`src/rtl/alu_arb_pkg.sv`:
```
// Shared constants for the alu_arbiter slice: opcode encodings, default widths, alu latency.
// Optional registered-response build is selected with ALU_ARB_RSP_REG_EN (see alu_arbiter).
package alu_arb_pkg;

  localparam int DEF_NUM_REQ    = 4;
  localparam int DEF_DATA_WIDTH = 8;
  localparam int DEF_SEL_WIDTH  = 2;
  localparam int DEF_TAG_DEPTH  = 4;
  localparam int ALU_LATENCY    = 2;

  typedef enum logic [1:0] {
    OP_ADD  = 2'b00,
    OP_SUB  = 2'b01,
    OP_INC  = 2'b10,
    OP_ZERO = 2'b11
  } alu_op_e;

  // Width of a requester index; never collapses to zero bits.
  function automatic int tag_width(input int n);
    return (n > 2) ? $clog2(n) : 1;
  endfunction

endpackage

```
`src/rtl/alu_arb_tag_fifo.sv`:
```
// Synchronous FIFO of requester IDs for results still inside the alu.
// Pointers carry one extra wrap bit so full and empty are distinguishable.
module alu_arb_tag_fifo #(
  parameter int WIDTH = 2,
  parameter int DEPTH = 4
) (
  input  logic             clk,
  input  logic             rst,
  input  logic             push,
  input  logic [WIDTH-1:0] push_data,
  input  logic             pop,
  output logic [WIDTH-1:0] head,
  output logic             full,
  output logic             empty
);

  localparam int AW = $clog2(DEPTH);

  logic [WIDTH-1:0] mem [DEPTH];
  logic [AW:0]      wr_ptr;
  logic [AW:0]      rd_ptr;
  logic             do_push;
  logic             do_pop;

  assign empty   = (wr_ptr == rd_ptr);
  assign full    = (wr_ptr[AW] != rd_ptr[AW]) && (wr_ptr[AW-1:0] == rd_ptr[AW-1:0]);
  assign do_push = push && !full;
  assign do_pop  = pop && !empty;
  assign head    = mem[rd_ptr[AW-1:0]];

  always_ff @(posedge clk or posedge rst) begin
    if (rst) begin
      wr_ptr <= '0;
      rd_ptr <= '0;
    end else begin
      if (do_push) wr_ptr <= wr_ptr + 1'b1;
      if (do_pop)  rd_ptr <= rd_ptr + 1'b1;
    end
  end

  always_ff @(posedge clk) begin
    if (do_push) mem[wr_ptr[AW-1:0]] <= push_data;
  end

endmodule

```
`src/rtl/alu_arbiter.sv`:
```
// Round-robin arbiter sharing one 2-cycle alu among NUM_REQ requesters, routing results back by tag.
// Define ALU_ARB_RSP_REG_EN to register rsp_valid_o/rsp_data_o (adds one cycle of latency).
module alu_arbiter
  import alu_arb_pkg::*;
#(
  parameter int NUM_REQ    = DEF_NUM_REQ,
  parameter int DATA_WIDTH = DEF_DATA_WIDTH,
  parameter int SEL_WIDTH  = DEF_SEL_WIDTH,
  parameter int TAG_DEPTH  = DEF_TAG_DEPTH
) (
  input  logic                          clk,
  input  logic                          rst,
  input  logic [NUM_REQ-1:0]            req_valid_i,
  input  logic [NUM_REQ*DATA_WIDTH-1:0] req_data_1_i,
  input  logic [NUM_REQ*DATA_WIDTH-1:0] req_data_2_i,
  input  logic [NUM_REQ*SEL_WIDTH-1:0]  req_sel_i,
  output logic [NUM_REQ-1:0]            req_ready_o,
  output logic                          alu_valid_o,
  output logic [DATA_WIDTH-1:0]         alu_data_1_o,
  output logic [DATA_WIDTH-1:0]         alu_data_2_o,
  output logic [SEL_WIDTH-1:0]          alu_sel_o,
  input  logic                          alu_valid_i,
  input  logic [2*DATA_WIDTH-1:0]       alu_data_i,
  output logic [NUM_REQ-1:0]            rsp_valid_o,
  output logic [2*DATA_WIDTH-1:0]       rsp_data_o,
  output logic                          err_o
);

  // Handshake: requester k transfers on a rising edge where req_valid_i[k] && req_ready_o[k];
  // valid may drop at any time before ready without side effects. The alu side has no
  // backpressure: every alu_valid_i beat is consumed that cycle.

  localparam int IW = tag_width(NUM_REQ);

  logic [IW-1:0]           rr_ptr;
  logic [IW-1:0]           grant_idx;
  logic [IW-1:0]           tag_head;
  logic                    grant_found;
  logic                    tag_full;
  logic                    tag_empty;
  logic                    transfer;
  logic                    pop;
  logic                    err_q;
  logic [NUM_REQ-1:0]      grant;
  logic [NUM_REQ-1:0]      rsp_valid_d;
  logic [2*DATA_WIDTH-1:0] rsp_data_d;

  // First valid requester after the last winner, wrapping.
  always_comb begin
    grant_found = 1'b0;
    grant_idx   = '0;
    for (int i = 1; i <= NUM_REQ; i++) begin
      if (!grant_found && req_valid_i[(int'(rr_ptr) + i) % NUM_REQ]) begin
        grant_found = 1'b1;
        grant_idx   = IW'((int'(rr_ptr) + i) % NUM_REQ);
      end
    end
  end

  // A full tag FIFO blocks the grant even if a result pops this same cycle.
  assign transfer = grant_found && !tag_full && !rst;

  always_comb begin
    grant = '0;
    if (transfer) grant[grant_idx] = 1'b1;
  end

  assign req_ready_o = grant;

  always_ff @(posedge clk or posedge rst) begin
    if (rst) begin
      rr_ptr       <= IW'(NUM_REQ - 1);
      alu_valid_o  <= 1'b0;
      alu_data_1_o <= '0;
      alu_data_2_o <= '0;
      alu_sel_o    <= '0;
    end else begin
      alu_valid_o <= transfer;
      if (transfer) begin
        rr_ptr       <= grant_idx;
        alu_data_1_o <= req_data_1_i[int'(grant_idx)*DATA_WIDTH +: DATA_WIDTH];
        alu_data_2_o <= req_data_2_i[int'(grant_idx)*DATA_WIDTH +: DATA_WIDTH];
        alu_sel_o    <= req_sel_i[int'(grant_idx)*SEL_WIDTH +: SEL_WIDTH];
      end
    end
  end

  alu_arb_tag_fifo #(
    .WIDTH (IW),
    .DEPTH (TAG_DEPTH)
  ) u_tag_fifo (
    .clk       (clk),
    .rst       (rst),
    .push      (transfer),
    .push_data (grant_idx),
    .pop       (pop),
    .head      (tag_head),
    .full      (tag_full),
    .empty     (tag_empty)
  );

  assign pop = alu_valid_i && !tag_empty;

  // A result with no outstanding tag is an orphan; the flag stays up until reset.
  always_ff @(posedge clk or posedge rst) begin
    if (rst) begin
      err_q <= 1'b0;
    end else if (alu_valid_i && tag_empty) begin
      err_q <= 1'b1;
    end
  end

  assign err_o = err_q;

  always_comb begin
    rsp_valid_d = '0;
    rsp_data_d  = '0;
    if (pop) begin
      rsp_valid_d[tag_head] = 1'b1;
      rsp_data_d            = alu_data_i;
    end
  end

`ifdef ALU_ARB_RSP_REG_EN
  always_ff @(posedge clk or posedge rst) begin
    if (rst) begin
      rsp_valid_o <= '0;
      rsp_data_o  <= '0;
    end else begin
      rsp_valid_o <= rsp_valid_d;
      rsp_data_o  <= rsp_data_d;
    end
  end
`else
  assign rsp_valid_o = rsp_valid_d;
  assign rsp_data_o  = rsp_data_d;
`endif

endmodule

```
`config.mk`:
```
export PLATFORM = sky130hd
export DESIGN_NAME = alu_arbiter
export DESIGN_NICKNAME = d
export VERILOG_FILES = /design/src/rtl/alu_arb_pkg.sv /design/src/rtl/alu_arb_tag_fifo.sv /design/src/rtl/alu_arbiter.sv
export SDC_FILE = /design/constraint.sdc
export NUM_CORES = 1
export LEC_CHECK = 0
export ABC_AREA = 1
export CAP_MARGIN = 40
export CORE_MARGIN = 2
export CORE_UTILIZATION = 37
export DETAILED_ROUTE_END_ITERATION = 10
export GPL_TIMING_DRIVEN = 0
export PLACE_DENSITY = 0.78
export SLEW_MARGIN = 20
export SYNTH_ARGS = -nofsm -noshare
export SYNTH_HDL_FRONTEND = slang
export SYNTH_SLANG_ARGS = --single-unit
```
`constraint.sdc`:
```
create_clock -name clk -period 3.05 [get_ports clk]
set_input_delay 0.915 -clock clk [delete_from_list [all_inputs] [get_ports clk]]
set_output_delay 0.915 -clock clk [all_outputs]
set_load 0.02 [all_outputs]
```
==> impl_metrics.py <==
metrics = {
    "status": {
        "status": "finished, violations left",
        "violations": "setup timing",
    },
    "synthesis": {
        "yosysWarningCount": 0,
        "synth_xor_xnor_area_share": 0.0157,
        "synthMuxAreaShare": 0,
        "synth_nets": 534,
        "netlist_instances": 434,
        "synth_top_family_by_area": "simple AND/OR/NAND/NOR gates",
        "synth-compound-area-share": 0.0251,
        "synth_seq_area_share": 0.338,
        "synth.avg_cell_area_sq_um": 6.42,
        "synthAdderAreaFrac": 0.0224,
        "synth.ff_latch_count": 36,
        "yosys.area_share.simple": 0.481,
        "syn_area_sq_um": 2790,
        "synth.distinct_cells": 30,
    },
    "timing": {
        "fmax_mhz": 323,
        "timing.hold.ws_ns": 0.484,
        "hold_viol": 0,
        "setup_viol": 4,
        "final-max-slew-violation-count": 0,
        "slew_headroom": 0.537,
        "clock_skew_ns": 0.00687,
        "rsz0062_at_grt": "true",
        "worst_pin_slew_ns": 0.691,
        "period_needed_ns": 3.10,
        "setup_ws_ns": -0.0464,
        "fin_crit_sh": 1.02,
    },
    "setup_path": {
        "crit_chain": "buf_8 > buf_6 > nand2_2 > nand2_2 > nand2_1 > nand2_2 > inv_2 > nand2_2 > nor2_4 > a21oi_4 > inv_4 > nor3_4 > buf_6",
        "cp.required_ns": 2.13,
        "crit_family": "simple AND/OR/NAND/NOR gates",
        "crit_arrival_ns": 2.18,
        "reg2reg_depth": 21,
        "reg2reg_from": "rr_ptr[0]",
        "rrSetupSlack_ns": 0.44,
        "path_class": "flip-flop to output port",
        "crit_path_frequent_cell": "nand2_2",
        "cp-start-kind": "flip-flop",
        "path_buf_inv": 5,
        "crit_fanout": 7,
        "rr_endpoint": "alu_data_1_o[2]",
        "endpoint_kind": "output port",
        "worst-path-stages": 13,
        "cp_slowest_cell": "dfstp_2",
        "cpPeakStageDelay_ns": 0.54,
    },
    "finish": {
        "seq_area_sq_um": 945,
        "layout_commonest_cell": "nand2_1",
        "antennaDiodeCount": 0,
        "n_fill_cell": 656,
        "nets": 709,
        "final_util": 0.654,
        "multiInputGateArea_sq_um": 1680,
        "most-common-layout-cells": "208 x nand2_1, 109 x clkdlybuf4s50_1, 38 x buf_4",
        "area_growth_pct": 71.1,
        "drive_gt1_frac": 0.226,
    },
    "job": {
        "cap_violations": 0,
    },
    "floorplanning": {
        "initial_core_util": 0.382,
        "dieArea_sq_um": 8240,
        "die_h_um": 90.8,
        "die_w_um": 90.8,
        "core-area_sq_um": 7290,
        "pin_count": 139,
        "rows": 31,
    },
    "clock_tree": {
        "clkSlewWorstSetupHoldPaths_ns": 0.07,
        "cts-root-buf": "clkbuf_8",
        "htree_num_levels": 2,
        "cts_sinks": 36,
        "cts_tree": "yes",
        "worstSkewPairLatency_ns": 0.29,
        "holdBufCountCts": 0,
        "cts.path.max_buffers": 2,
        "cts_buffers": 5,
    },
    "worst_hold_path": {
        "hold_depth": 2,
        "hp-start": "alu_data_1_o[2]",
        "hp-class": "flip-flop to flip-flop",
        "hold_path_end": "alu_data_1_o[2]",
    },
    "global_route": {
        "grt_overflow": 0,
        "grt_use_total": 0.236,
        "grt_pass1_wl_um": 15800,
        "grt_pass1_vias": 3355,
        "grt_max_degree": 15,
        "antenna_found_initial": 0,
    },
    "detailed_routing": {
        "dr.pass1.iters": 5,
        "drc": 0,
        "drt_iter0_markers": 191,
        "wl_um": 9990,
        "vias_per_cell": 4.93,
        "post_drt_wl_per_cell_um": 14.1,
        "antenna_left": 0,
        "vias": 3498,
    },
    "pwr": {
        "switching_share": 0.521,
        "clkPwrFrac": 0.059,
        "intPower_mw": 3.03,
        "p_comb_frac": 0.796,
        "switchingPower_mw": 3.30,
        "ir_drop_mv": 0.758,
        "power.density_nw_per_um2": 1330,
        "p_leak_nw": 2.47,
        "power_frac_seq": 0.145,
    },
    "placement": {
        "io_buffers": 138,
        "place_hpwl_um": 7100,
        "place_congestion": 0.864,
        "place_ws_ns": -1.25,
    },
}
worst max-delay path by stage:
| stage | from | to | slack, ns |
|---|---|---|---|
| 2_1_floorplan | req_valid_i[2] | req_ready_o[0] | -0.11 |
| 3_3_place_gp | rst | req_ready_o[1] | -1.20 |
| 3_5_place_dp | req_valid_i[3] | req_ready_o[1] | -1.25 |
| 4_1_cts | rr_ptr[0] | req_ready_o[2] | -0.02 |
| 5_1_grt | rr_ptr[0] | req_ready_o[0] | -0.13 |
| 6_report | rr_ptr[0] | req_ready_o[0] | -0.05 |
cell families (layout without fill, tap and decap cells):
kind of cell               Yosys count  after routing
and+or+nand+nor                    311            311
buffers and inverters               66            242
xor gates and xnor gates             5              5
adders and majority gates            5              5
DFF                                 36             36
AOI/OAI and AO/OA                   11             11
per-layer routing:
metal	part of all wire	vias to the layer above	GRT usage	wire length [um]
met1	0.40	1616	0.280	4040
met5	0	-	0	0
met2	0.50	164	0.429	4970
li1	-	1708	-	-
met4	0.012	0	0.0568	122
met3	0.087	10	0.0576	865
synth_stat cells, drive strengths merged:
master	count	area, sq um
nor2	27	109
nor3	4	20.0
buf	25	169
a32oi	1	8.76
a21oi	3	18.8
edfxtp	8	240
dfrtp	26	651
o21ai	5	25.0
nand4	37	231
xnor2	1	8.76
xor2	4	35.0
dfstp	2	52.6
ha	5	62.6
a21o	1	7.51
a32o	1	10.0
inv	41	159
nand3	8	70.1
nand2	235	910
per-stage QoR:
step | TNS, ns | power [mW] | instances | area, sq um
floorplan | -0.213 | 3.79 | 434 | 2800
global placement | -12.10 | 5.00 | 671 | 4300
detailed placement | -12.54 | 5.10 | 671 | 4300
CTS | -0.0157 | 6.11 | 705 | 4700
global route | -0.421 | 6.87 | 709 | 4770
finish | -0.102 | 6.32 | 709 | 4770
tightest hold or removal path, delay by kind of cell (launching register included):
kind	cells	cell delay, ns
flops	1	0.34
simple gates	2	0.11
power by group through the flow:
| stage | logic [mW] | registers (mW) | clock network [mW] |
|---|---|---|---|
| 2_1_floorplan | 2.76 | 1.03 | 0 |
| 3_3_place_gp | 4.09 | 0.902 | 0 |
| 3_5_place_dp | 4.19 | 0.908 | 0 |
| 4_1_cts | 4.81 | 0.914 | 0.381 |
| 5_1_grt | 5.52 | 0.946 | 0.397 |
| 6_report | 5.03 | 0.915 | 0.374 |
timing repair:
action / in CTS / in global routing
setup endpoints to repair: 24 / 24
pin swaps: 21 / 14
setup buffers: 28 / 4
gates resized for setup: 146 / 28
cloned: 1 / 0
flip-flops by register name (all words and copies together) (netlist names):
register / count
alu_sel_o: 2
rr_ptr: 2
alu_data_1_o: 8
u_tag_fifo.mem: 8
alu_valid_o: 1
err_o: 1
u_tag_fifo.rd_ptr: 3
u_tag_fifo.wr_ptr: 3
alu_data_2_o: 8
final cells by class:
| type | instances | share of cell area |
|---|---|---|
| buffer | 22 | 0.0354 |
| clock buffer | 8 | 0.0210 |
| inverter | 41 | 0.0373 |
| multi-input combinational | 332 | 0.352 |
| sequential | 36 | 0.198 |
| tap | 99 | 0.0260 |
| timing repair buffer | 170 | 0.330 |
| timing repair inverter | 1 | 0.00105 |
Power figures use the tool's default switching activity.
